`config.mk`:
```
export PLATFORM = sky130hd
export DESIGN_NAME = fpu_input_sequencer
export DESIGN_NICKNAME = d
export VERILOG_FILES = /design/src/rtl/fpu_input_sequencer.sv
export SDC_FILE = /design/constraint.sdc
export NUM_CORES = 1
export LEC_CHECK = 0
export BUFFER_PORTS_ARGS = -buffer_cell sky130_fd_sc_hd__buf_4
export CAP_MARGIN = 20
export CORE_MARGIN = 5
export CORE_UTILIZATION = 42
export CTS_CLUSTER_DIAMETER = 80
export CTS_CLUSTER_SIZE = 16
export DETAILED_ROUTE_END_ITERATION = 12
export PLACE_DENSITY = 0.8
export SLEW_MARGIN = 20
export SYNTH_ARGS = -nofsm -noshare
export SYNTH_HDL_FRONTEND = slang
export SYNTH_SLANG_ARGS = --single-unit
```
`constraint.sdc`:
```
create_clock -name clk -period 1.8 [get_ports clk]
set_clock_uncertainty 0.15 [all_clocks]
set_input_delay 0.18 -clock clk [delete_from_list [all_inputs] [get_ports clk]]
set_output_delay 0.18 -clock clk [all_outputs]
set_load 0.01 [all_outputs]
```
`src/rtl/fpu_input_sequencer.sv`:
```
// Host-facing launcher for the FPU datapath core: captures operands and opcode,
// starts the core on a doorbell write and hands result/flags to the output register.
// Optional watchdog on the WAIT state is enabled by defining FPU_SEQ_TIMEOUT_EN.
module fpu_input_sequencer #(
   parameter int TIMEOUT_CYCLES = 64,
   parameter int NUM_OPS        = 5
) (
   input  logic        clk,
   input  logic        reset,
   input  logic        wr_en,
   input  logic [1:0]  wr_addr,
   input  logic [31:0] wr_data,
   output logic        core_start,
   output logic [31:0] core_op_a,
   output logic [31:0] core_op_b,
   output logic [2:0]  core_opcode,
   input  logic        core_done,
   input  logic [31:0] core_result,
   input  logic [3:0]  core_flags,
   output logic [31:0] result,
   output logic [3:0]  flags,
   output logic        fpu_doorbell_r_i,
   output logic        busy,
   output logic [1:0]  err
);

   localparam logic [31:0] QNAN       = 32'h7FC0_0000;
   localparam logic [3:0]  QNAN_FLAGS = 4'b1000;

   if (TIMEOUT_CYCLES < 2 || TIMEOUT_CYCLES > 1024) begin : g_bad_timeout
      $error("TIMEOUT_CYCLES must lie in 2..1024");
   end

   typedef enum logic [1:0] {S_IDLE, S_LAUNCH, S_WAIT, S_DONE} state_t;
   state_t state;

   logic op_valid;
   logic wd_expired;

   assign op_valid = int'(core_opcode) < NUM_OPS;

`ifdef FPU_SEQ_TIMEOUT_EN
   localparam int CW = $clog2(TIMEOUT_CYCLES) + 1;
   logic [CW-1:0] wd_cnt;

   assign wd_expired = (wd_cnt == CW'(TIMEOUT_CYCLES - 1));

   // Counts completed WAIT cycles; zero in the first WAIT cycle.
   always_ff @(posedge clk) begin
      if (reset) begin
         wd_cnt <= '0;
      end else if (state == S_LAUNCH) begin
         wd_cnt <= '0;
      end else if (state == S_WAIT && !core_done) begin
         wd_cnt <= wd_cnt + 1'b1;
      end
   end
`else
   assign wd_expired = 1'b0;
`endif

   always_ff @(posedge clk) begin
      if (reset) begin
         state            <= S_IDLE;
         core_start       <= 1'b0;
         core_op_a        <= '0;
         core_op_b        <= '0;
         core_opcode      <= '0;
         result           <= '0;
         flags            <= '0;
         fpu_doorbell_r_i <= 1'b0;
         busy             <= 1'b0;
         err              <= '0;
      end else begin
         core_start       <= 1'b0;
         fpu_doorbell_r_i <= 1'b0;
         if (wr_en && state != S_IDLE) begin
            err[0] <= 1'b1;
         end
         case (state)
            S_IDLE: begin
               if (wr_en) begin
                  case (wr_addr)
                     2'd0: core_op_a   <= wr_data;
                     2'd1: core_op_b   <= wr_data;
                     2'd2: core_opcode <= wr_data[2:0];
                     default: begin
                        // Opcode is stable here, so the start pulse can be registered now.
                        err        <= '0;
                        core_start <= op_valid;
                        busy       <= 1'b1;
                        state      <= S_LAUNCH;
                     end
                  endcase
               end
            end
            S_LAUNCH: begin
               if (op_valid) begin
                  state <= S_WAIT;
               end else begin
                  result           <= QNAN;
                  flags            <= QNAN_FLAGS;
                  err[1]           <= 1'b1;
                  fpu_doorbell_r_i <= 1'b1;
                  state            <= S_DONE;
               end
            end
            S_WAIT: begin
               if (core_done) begin
                  result           <= core_result;
                  flags            <= core_flags;
                  fpu_doorbell_r_i <= 1'b1;
                  state            <= S_DONE;
               end else if (wd_expired) begin
                  result           <= QNAN;
                  flags            <= QNAN_FLAGS;
                  err[1]           <= 1'b1;
                  fpu_doorbell_r_i <= 1'b1;
                  state            <= S_DONE;
               end
            end
            default: begin
               busy  <= 1'b0;
               state <= S_IDLE;
            end
         endcase
      end
   end

endmodule

```
==> metrics.md, run 1 <==
| Metric | Value |
|---|---|
| Status | `complete, no violations` |
| Initial antenna violation count | `1` |
| Die ar. | `0.01194 mm²` |
| Final hold viol count | `0` |
| Cell area after synthesis | `0.004140 mm²` |
| Largest area contributor in the netlist | `dfxtp_1` |
| Post-route ant nets | `0` |
| Setup crit start kind | `flop` |
| Port Buffer Count | `181` |
| Pwr Density | `974.8 mW/mm²` |
| Crit Path Class | `reg2reg` |
| Top cells by area, synth | `dfxtp_1 (53%), nand2_1 (15%), a21oi_1 (8.1%), mux2i_1 (7.0%), o221a_1 (3.0%)` |
| Tmin final | `1781 ps` |
| Post-synth top area share | `53.19%` |
| RD Place Congestion | `0.8145` |
| Top cells by count, synth | `nand2_1 (162), dfxtp_1 (110), a21oi_1 (67)` |
| Wirelength per Cell | `16.55 µm` |
| Setup WS post-layout | `19.35 ps` |
| Dominant cell by count in the synthesized netlist | `nand2_1` |
| Clk sinks | `110` |
| Asr flop ratio synth | `0%` |
| Cell Area, Placed | `0.005679 mm²` |
| Core Box Area | `0.009684 mm²` |
| Yosys cell types | `35` |
| Vias in the first global route | `4333` |
| GRT Resource Usage Total | `22.18%` |
| Clk buf depth | `2` |
| Worst R2R Start | `state[0]` |
| Maxcap violations | `0` |
| CP max FO | `9` |
| Post-synth EDFFs | `0` |
| Placed cell count | `765` |
| Endpoints failing setup | `0` |
| CTS buffer count | `9` |
| Largest net degree at the start of global routing | `73` |
| Die X-Extent | `109.3 µm` |
| Worst setup EP type | `flop` |
| Synthesized net count | `555` |
| CTS root buf | `clkbuf_8` |
| H-tree depth | `3` |
| Main synth FF type | `dfxtp_1` |
| Syn. warnings | `0` |
| Via count | `4324` |
| Initial Utilization | `42.75%` |
| Worst Hold Class | `in2reg` |
| Worst skew pair latency | `360 ps` |
| Row count | `36` |
| Worst vdd ir | `0.6586 mV` |
| Fmax | `561.6 MHz` |
| Required @ worst endpoint | `1940 ps` |
| Post-route DRC | `0` |
| Drt first pass iters | `4` |
| Share of post-route cells with drive strength above 1 | `31.64%` |
| WHS | `65.29 ps` |
| DP HPWL | `8715 µm` |
| Mapped Cells | `477` |
| IO Pins | `182` |
| Lkg Pwr | `0.002819 µW` |
| Layout net count | `800` |
| Post-synthesis sequential element count | `110` |
| Slew Limit Fails | `0` |
| Area delta synth->final | `62.50%` |
| Final Instance Area | `0.006728 mm²` |
| CTS tree | `built` |
| Vias per std cell | `5.016` |
| Die height | `109.3 µm` |
| Worst Max-Slew Pin Slew | `395.1 ps` |
| Avg Synthesized Cell Area | `8.680 µm²` |
| First-pass GRT wire length | `20930 µm` |
| Final Cycle Share | `98.92%` |
| Critical Path AT | `1920 ps` |
| Post-Layout Cell Count | `862` |
| Reg clk slew, reported paths | `120 ps` |
| DR iter-0 viols | `248` |
| Overflow after GRT | `0` |
| Post-detailed-routing wire length | `14270 µm` |
| Pre-CTS WS | `7.040 ps` |
| Slew margin rel. | `73.61%` |
| Setup crit start | `state[0]` |
| Post-synthesis sequential area ratio | `53.19%` |
| Hold path startpoint | `wr_en` |
## where the power goes
group          internal (µW)  total (µW)  switching [µW]
Sequential              2660        2810             147
Clock                    547        1460             915
Combinational           1210        2280            1080
Total                   4420        6560            2140
## worst max-delay path, cell delays in order, from the launching register on
cell and delay (ps):
dfxtp_2 380, inv_2 50, ha_2 200, nor2b_4 140
a211oi_4 240, buf_6 170, clkbuf_16 170, mux2i_1 190
## through the flow
stage	util [%]	TNS (ps)	power (µW)
detailed placement	58.64	0	4632
finish	69.47	0	6558
floorplan	-	0	3911
global route	69.44	-870.4	6847
global placement	58.64	0	4575
CTS	67.89	0	6213
## logic make-up (layout without fill, tap and decap cells)
family / count (synthesis) / in the layout / synth area share, %
and+or+nand+nor: 200 / 200 / 20.04
buffers and inverters: 42 / 292 / 4.623
adders and majority gates: 4 / 4 / 1.209
other: 0 / 2 / 0
muxes: 29 / 29 / 7.011
DFF: 110 / 110 / 53.19
AOI/OAI and AO/OA: 92 / 92 / 13.93
## layout by cell type, fill, tap and decap left out, types with 3 or more instances in the layout
master	n
a21oi_1	67
buf_12	7
buf_4	190
clkbuf_16	3
clkbuf_8	9
dfxtp_1	109
dlygate4sd3_1	69
ha_2	3
inv_1	3
mux2i_1	28
nand2_1	162
nand3_1	22
nor2_1	4
o221a_1	11
## repair_timing
action | 4_1_cts | 5_1_grt
gates cloned | 0 | 4
setup buffers | 0 | 6
hold endpoints to repair | 104 | 0
resized for setup | 2 | 6
pin swaps | 0 | 2
endpoints found under the setup margin | 10 | 63
hold buffers | 69 | 0
## cell type report
type | instances | area, µm²
fill | 696 | 2957
timing repair buffer | 271 | 2355
sequential | 110 | 2203
multi-input combinational | 325 | 1779
tap | 133 | 166.4
clock buffer | 9 | 123.9
clock inverter | 7 | 76.32
inverter | 5 | 18.77
antenna | 2 | 5.005
## sequential cells by signal, indices dropped and copies added (netlist names)
signal            count
err                   2
flags                 4
state                 2
core_op_a            32
busy                  1
result               32
fpu_doorbell_r_i      1
core_op_b            32
core_start            1
core_opcode           3
## final timing paths
kind | cells past startpoint | slack [ps] | end
setup / recovery | 7 | 20 | result[21]
hold / removal | 3 | 70 | err[0]
setup reg to reg | 7 | 20 | result[21]
hold reg to reg | 2 | 310 | core_op_b[3]
## metal layers
metal  up-vias  routed length, µm  GRT usage, %
met5         -                  0             0
met2       156               7415         39.78
met4         0                584         11.75
met3        42                725         3.967
li1       2087                  -             -
met1      2039               5540         24.88
Note: power is estimated with default switching activity, not from simulation.
==> inputs of run 2 (changes only) <==
--- a/config.mk
+++ b/config.mk
@@ -12,6 +12,7 @@
 export CTS_CLUSTER_DIAMETER = 80
 export CTS_CLUSTER_SIZE = 16
 export DETAILED_ROUTE_END_ITERATION = 12
+export MAX_ROUTING_LAYER = met4
 export PLACE_DENSITY = 0.8
 export SLEW_MARGIN = 20
 export SYNTH_ARGS = -nofsm -noshare
==> metrics.md, run 2 (synthesis gave the netlist of run 1 again) <==
| Metric | Value |
|---|---|
| Status | `complete, no violations` |
| Overflow after GRT | `0 (unchanged)` |
| Worst Hold Class | `in2reg` |
| Sw frac | `32.68% (+0.057 points)` |
| RD Place Congestion | `0.8266 (+1.5%)` |
| Logic gate share of total power | `34.8% (about the same)` |
| Port Buffer Count | `181 (unchanged)` |
| Reg-to-reg endpoint | `result[21]` |
| Endpoints failing setup | `0 (unchanged)` |
| Fmax | `561.8 MHz (about the same)` |
| Worst setup EP type | `flop` |
| Required @ worst endpoint | `1940 ps (about the same)` |
| Final Instance Area | `0.006728 mm² (unchanged)` |
| Die height | `109.3 µm (unchanged)` |
| Critical Path AT | `1920 ps (about the same)` |
| Worst vdd ir | `0.6624 mV (+0.57%)` |
| Die X-Extent | `109.3 µm (unchanged)` |
| Setup TNS | `0 ps (unchanged)` |
| DR iter-0 viols | `302 (+22%)` |
| Initial Utilization | `42.75% (unchanged)` |
| Reg area | `0.002203 mm² (unchanged)` |
| Reg clk slew, reported paths | `120 ps (about the same)` |
| DP HPWL | `8715 µm (unchanged)` |
| Hold path cells | `3 (unchanged)` |
| Wirelength per Cell | `16.57 µm (+0.13%)` |
| Post-detailed-routing wire length | `14280 µm (+0.13%)` |
| Area delta synth->final | `62.50% (unchanged)` |
| Power Internal | `4418 µW (about the same)` |
| Setup crit start kind | `flop` |
| CTS tree | `built` |
| Worst Max-Slew Pin Slew | `410.6 ps (+15.55 ps)` |
| Post-route ant nets | `0 (unchanged)` |
| Worst reg2reg path depth | `7 (unchanged)` |
| Clock power frac | `22.4% (about the same)` |
| Hold Path Sink | `err[0]` |
| Commonest non-fill, non-tap cells in the layout | `buf_4 (190), nand2_1 (162), dfxtp_1 (109), dlygate4sd3_1 (69), a21oi_1 (67)` |
| CP max FO | `9 (unchanged)` |
| Via count | `4389 (+1.5%)` |
| Post-route DRC | `0 (unchanged)` |
| Largest net degree at the start of global routing | `73 (unchanged)` |
| GRT Resource Usage Total | `22.84% (+0.66 points)` |
| Share of post-route cells with drive strength above 1 | `31.64% (unchanged)` |
| H-tree depth | `3 (unchanged)` |
| Row count | `36 (unchanged)` |
| Largest regs | `core_op_a (32), core_op_b (32), result (32)` |
| Flop-to-flop setup slack | `20 ps (about the same)` |
| Vias in the first global route | `4334 (+0.023%)` |
| Initial antenna violation count | `1 (unchanged)` |
| Tmin final | `1780 ps (-0.5032 ps)` |
| Commonest non-fill, non-tap cell in the layout | `buf_4` |
| Pwr Density | `975.6 mW/mm² (about the same)` |
| Drt first pass iters | `5 (+1)` |
| IO Pins | `182 (unchanged)` |
| Fillers | `696 (unchanged)` |
| CTS root buf | `clkbuf_8` |
| Psw | `2145 µW (+0.26%)` |
| Area of the multi-input gates | `0.001779 mm² (unchanged)` |
| Final hold viol count | `0 (unchanged)` |
| Lkg Pwr | `0.002819 µW (unchanged)` |
| Final core occ | `69.47% (unchanged)` |
| Cell Area, Placed | `0.005679 mm² (unchanged)` |
| First-pass GRT wire length | `20910 µm (about the same)` |
| Slew margin rel. | `72.57% (-1.0 points)` |
| Worst skew pair latency | `360 ps (about the same)` |
| Flop pwr share | `42.8% (about the same)` |
| Core Box Area | `0.009684 mm² (unchanged)` |
| Vias per std cell | `5.092 (+1.5%)` |
| Clk buf depth | `2 (unchanged)` |
| Worst R2R Start | `state[0]` |
| Die ar. | `0.01194 mm² (unchanged)` |
| Clk sinks | `110 (unchanged)` |
| Slew Limit Fails | `0 (unchanged)` |
| Final Cycle Share | `98.90% (about the same)` |
| Layout net count | `800 (unchanged)` |
| Crit Path Class | `reg2reg` |
| CTS buffer count | `9 (unchanged)` |
| Maxcap violations | `0 (unchanged)` |
| Hold path startpoint | `wr_en` |
## run 2: cell counts in the layout (fill, tap and decap cells not counted)
Identical to the previous run, type by type.
## run 2: worst max-delay path: stages (launching register included)
cell,delay (ps)
dfxtp_2,370
inv_2,50
ha_2,200
nor2b_4,140
a211oi_4,240
buf_6,170
clkbuf_16,170
mux2i_1,190
## run 2: layout make-up
type                    count  share of cell area (%)
repair buffers            271                   35.00
flip-flops and latches    110                   32.75
multi-input cells         325                   26.45
well taps                 133                   2.474
clock buffers               9                   1.841
clock inverters             7                   1.134
inverters                   5                  0.2790
diodes                      2                 0.07439
## run 2: through the flow
| step | setup WS, ps | cells | power (µW) | hold slack [ps] |
|---|---|---|---|---|
| 4_1_cts | 23.30 | 850 | 6213 | 38.21 |
| 6_report | 19.85 | 862 | 6564 | 68.23 |
| 3_5_place_dp | 7.040 | 765 | 4632 | 296.0 |
| 3_3_place_gp | 98.36 | 765 | 4575 | 287.5 |
| 5_1_grt | -56.07 | 861 | 6852 | 105.6 |
| 2_1_floorplan | 23.14 | 477 | 3911 | 166.0 |
## run 2: timing repair
action	CTS	global route
cloned	0	4
setup buffers	0	6
pin swaps	0	2
resized for setup	2	6
hold buffers	69	0
hold endpoints to repair	104	0
endpoints found under the setup margin	10	63
## run 2: how the worst max path moves through the flow
stage                   from             to  slack, ps  cells after the start
floorplan           state[0]     result[10]         20                      7
global placement    state[1]  core_op_a[26]        100                      6
detailed placement  state[1]      result[8]          7                      6
CTS                 state[1]       flags[2]         20                      6
global route        state[1]   core_op_a[8]        -60                      7
finish              state[0]     result[21]         20                      7
## run 2: per-layer routing
layer / vias to the layer above / global-route usage [%] / part of all wire (%)
met3: 42 / 3.434 / 4.7
met2: 179 / 39.47 / 52
met1: 2079 / 25.55 / 39
met4: 0 / 11.75 / 4.0
li1: 2089 / - / -
met5: - / - / 0
## run 2: power by group through the flow
stage	sequential [µW]	clock, µW	combinational, µW
floorplan	2930	0	977
global placement	2840	0	1730
detailed placement	2850	0	1780
CTS	2800	1500	1910
global route	2840	1600	2410
finish	2810	1470	2280
==> inputs of run 3 (changes only) <==
--- a/config.mk
+++ b/config.mk
@@ -5,15 +5,16 @@
 export SDC_FILE = /design/constraint.sdc
 export NUM_CORES = 1
 export LEC_CHECK = 0
+export ABC_AREA = 1
 export BUFFER_PORTS_ARGS = -buffer_cell sky130_fd_sc_hd__buf_4
 export CAP_MARGIN = 20
 export CORE_MARGIN = 5
-export CORE_UTILIZATION = 42
+export CORE_UTILIZATION = 43
 export CTS_CLUSTER_DIAMETER = 80
 export CTS_CLUSTER_SIZE = 16
 export DETAILED_ROUTE_END_ITERATION = 12
 export MAX_ROUTING_LAYER = met4
-export PLACE_DENSITY = 0.8
+export PLACE_DENSITY = 0.81
 export SLEW_MARGIN = 20
 export SYNTH_ARGS = -nofsm -noshare
 export SYNTH_HDL_FRONTEND = slang
==> metrics.md, run 3 <==
| Metric | Value |
|---|---|
| Synth Area in Simple Gates | `28.95% (+8.9 points)` |
| H-tree depth | `3 (unchanged)` |
| Synthesized net count | `686 (+24%)` |
| Avg Synthesized Cell Area | `7.186 µm² (-17%)` |
| Crit Path Class | `reg2reg` |
| Worst Hold Class | `in2reg` |
| Post-synthesis mux area share | `0% (-7.0 points)` |
| CTS root buf | `clkbuf_8` |
| Pre-CTS WS | `-113.3 ps (-120.4 ps)` |
| Vias in the first global route | `4585 (+5.8%)` |
| Wirelength per Cell | `14.55 µm (-12%)` |
| Synth Area in XOR/XNOR | `0% (unchanged)` |
| DP HPWL | `8924 µm (+2.4%)` |
| # diodes | `0 (-2)` |
| Setup TNS | `0 ps (unchanged)` |
| IO Pins | `182 (unchanged)` |
| Layout net count | `905 (+13%)` |
| Post-Layout Cell Count | `963 (+12%)` |
| Die height | `110.8 µm (+1.4%)` |
| Post-Synth Adder-Cell Area | `1.145% (-0.063 points)` |
| Largest net degree at the start of global routing | `108 (+48%)` |
| Clk buf depth | `2 (unchanged)` |
| Fillers | `775 (+11%)` |
| Largest regs | `core_op_a (32), core_op_b (32), result (32)` |
| Clk sinks | `110 (unchanged)` |
| Endpoints failing setup | `0 (unchanged)` |
| Setup WS post-layout | `7.626 ps (-12.23 ps)` |
| GRT Resource Usage Total | `21.91% (-0.93 points)` |
| Cell Area, Placed | `0.005826 mm² (+2.6%)` |
| Worst skew pair latency | `350 ps (about the same)` |
| Slew margin rel. | `71.92% (-0.65 points)` |
| Setup crit start kind | `flop` |
| Lkg Pwr | `0.003336 µW (+18%)` |
| Main synth FF type | `dfxtp_1` |
| Tmin final | `1792 ps (+12.23 ps)` |
| Largest area contributor in the netlist | `dfxtp_1` |
| Cell area after synthesis | `0.004369 mm² (+5.5%)` |
| Mapped Cells | `608 (+27%)` |
| Overflow after GRT | `0 (unchanged)` |
| Initial Utilization | `44.29% (+1.5 points)` |
| RD Place Congestion | `0.8281 (+0.18%)` |
| Final core occ | `68.07% (-1.4 points)` |
| Post-route DRC | `0 (unchanged)` |
| Maxcap violations | `0 (unchanged)` |
| Die ar. | `0.01228 mm² (+2.8%)` |
| Final Cycle Share | `99.58% (+0.68 points)` |
| Layer with the highest usage | `met2` |
| Die X-Extent | `110.8 µm (+1.4%)` |
| Port Buffer Count | `181 (unchanged)` |
| Post-route ant nets | `0 (unchanged)` |
| Worst vdd ir | `0.6099 mV (-7.9%)` |
| Placed cell count | `893 (+17%)` |
| Worst setup EP type | `flop` |
| Critical Path AT | `1930 ps (about the same)` |
| Post-synth top area share | `50.40% (-2.8 points)` |
| Met2 Resource Use GR | `36.53% (-2.9 points)` |
| Final Instance Area | `0.006715 mm² (-0.19%)` |
| Post-synthesis sequential area ratio | `50.40% (-2.8 points)` |
| Reg clk slew, reported paths | `90 ps (-30 ps)` |
| Commonest non-fill, non-tap cell in the layout | `nor2_1` |
| Met1 Usage GRT | `25.53% (about the same)` |
| Syn. warnings | `0 (unchanged)` |
| Top cells by count, synth | `nor2_1 (189), dfxtp_1 (110), nand2_1 (88)` |
| Complex-gate fraction of the synthesized area | `12.14% (-1.8 points)` |
| Worst Max-Slew Pin Slew | `421.2 ps (+10.56 ps)` |
| Slew Limit Fails | `0 (unchanged)` |
| Grt met3 use | `6.277% (+2.8 points)` |
| Share of post-route cells with drive strength above 1 | `27.35% (-4.3 points)` |
| Status | `complete, no violations` |
| Asr flop ratio synth | `0% (unchanged)` |
| Drt first pass iters | `5 (unchanged)` |
| Area delta synth->final | `53.69%` |
| RSZ-0062 raised after global routing | `yes` |
| Dominant cell by count in the synthesized netlist | `nor2_1` |
| Core Box Area | `0.009864 mm² (+1.9%)` |
| Post-synth EDFFs | `0 (unchanged)` |
| Post-detailed-routing wire length | `14010 µm (-1.9%)` |
| Required @ worst endpoint | `1930 ps (about the same)` |
| DR iter-0 viols | `371 (+23%)` |
| Via count | `4741 (+8.0%)` |
| Area of the multi-input gates | `0.001877 mm² (+5.5%)` |
| Reg area | `0.002205 mm² (about the same)` |
| Row count | `36 (unchanged)` |
| Final hold viol count | `0 (unchanged)` |
| First-pass GRT wire length | `22000 µm (+5.2%)` |
| Post-synthesis sequential element count | `110 (unchanged)` |
| CP max FO | `14 (+5)` |
| Yosys cell types | `21 (-40%)` |
| Largest family of logic cells by synthesized area | `simple AND/OR/NAND/NOR gates` |
| CTS buffer count | `9 (unchanged)` |
| CTS tree | `built` |
| Pwr Density | `1030 mW/mm² (+5.6%)` |
| Top cells by area, synth | `dfxtp_1 (50%), nor2_1 (16%), nand2_1 (7.6%), o21ai_0 (6.6%), a21oi_1 (4.1%)` |
| Initial antenna violation count | `0 (-1)` |
| Vias per std cell | `4.923 (-3.3%)` |
| Fmax | `557.9 MHz (-0.68%)` |
| Commonest non-fill, non-tap cells in the layout | `nor2_1 (188), buf_4 (184), dfxtp_1 (108), nand2_1 (86), o21ai_0 (58)` |
## run 3: cell types whose count changed after synthesis, sizes merged, moves of 8 or more
cell    previous run  this run
buf               13        28
a21oi             67        36
clkbuf            24        10
nor2               5       190
o221a             11         0
inv                5        34
mux2i             29         0
nand2            162        90
nand3             22        30
o21ai              2        70
## run 3: per-layer routing
metal / vias to the layer above / routed length, µm / part of all wire, %
li1: 2344 / - / -
met1: 2143 / 5678 / 41
met2: 230 / 6843 / 49
met3: 24 / 1162 / 8.3
met4: 0 / 323 / 2.3
met5: - / 0 / 0
## run 3: report_power, final
group | switching (µW) | internal, µW
combinational | 1170 | 1110
sequential | 196 | 2760
clock | 773 | 911
## run 3: worst paths after layout
| path | cells after the start | slack [ps] | from | end |
|---|---|---|---|---|
| hold reg to reg | 2 | 330 | err[1] | err[1] |
| setup reg to reg | 9 | 8 | state[0] | flags[3] |
| hold / removal | 5 | 10 | core_result[19] | result[19] |
| setup / recovery | 9 | 8 | state[0] | flags[3] |
## run 3: per-stage QoR
| stage | total power (µW) | hold slack (ps) |
|---|---|---|
| 2_1_floorplan | 4070 | 99.07 |
| 3_3_place_gp | 4867 | 230.7 |
| 3_5_place_dp | 4937 | 235.5 |
| 6_report | 6919 | 14.84 |
| 5_1_grt | 7332 | 32.36 |
| 4_1_cts | 6715 | 0.1246 |
## run 3: repair_timing
action,in CTS,in global routing
setup endpoints to repair,10,67
endpoints found under the hold margin,86,0
pin swaps,0,1
gates cloned,0,5
gates resized for setup,1,14
hold buffers,49,0
setup buffers,0,2
## run 3: area by class of cell
class / count / share of cell area (%)
Inverter: 36 / 2.068
Sequential cell: 110 / 32.83
Multi-Input combinational cell: 424 / 27.95
Clock buffer: 10 / 1.900
Tap cell: 133 / 2.478
Clock inverter: 4 / 1.453
Timing Repair Buffer: 246 / 31.32
## run 3: critical path, cell delays in order (launching register included)
cell,delay [ps]
dfxtp_2,350
inv_1,100
ha_4,200
nand2_2,80
inv_1,60
nor2_4,200
buf_12,170
clkbuf_16,170
a21oi_1,90
nor2_1,150
## run 3: logic make-up (layout without fill, tap and decap cells)
group	count (synthesis)	count (layout)
adders and majority gates	4	4
buffers and inverters	74	296
DFF	110	110
and+or+nand+nor	314	314
AOI/OAI and AO/OA	106	106
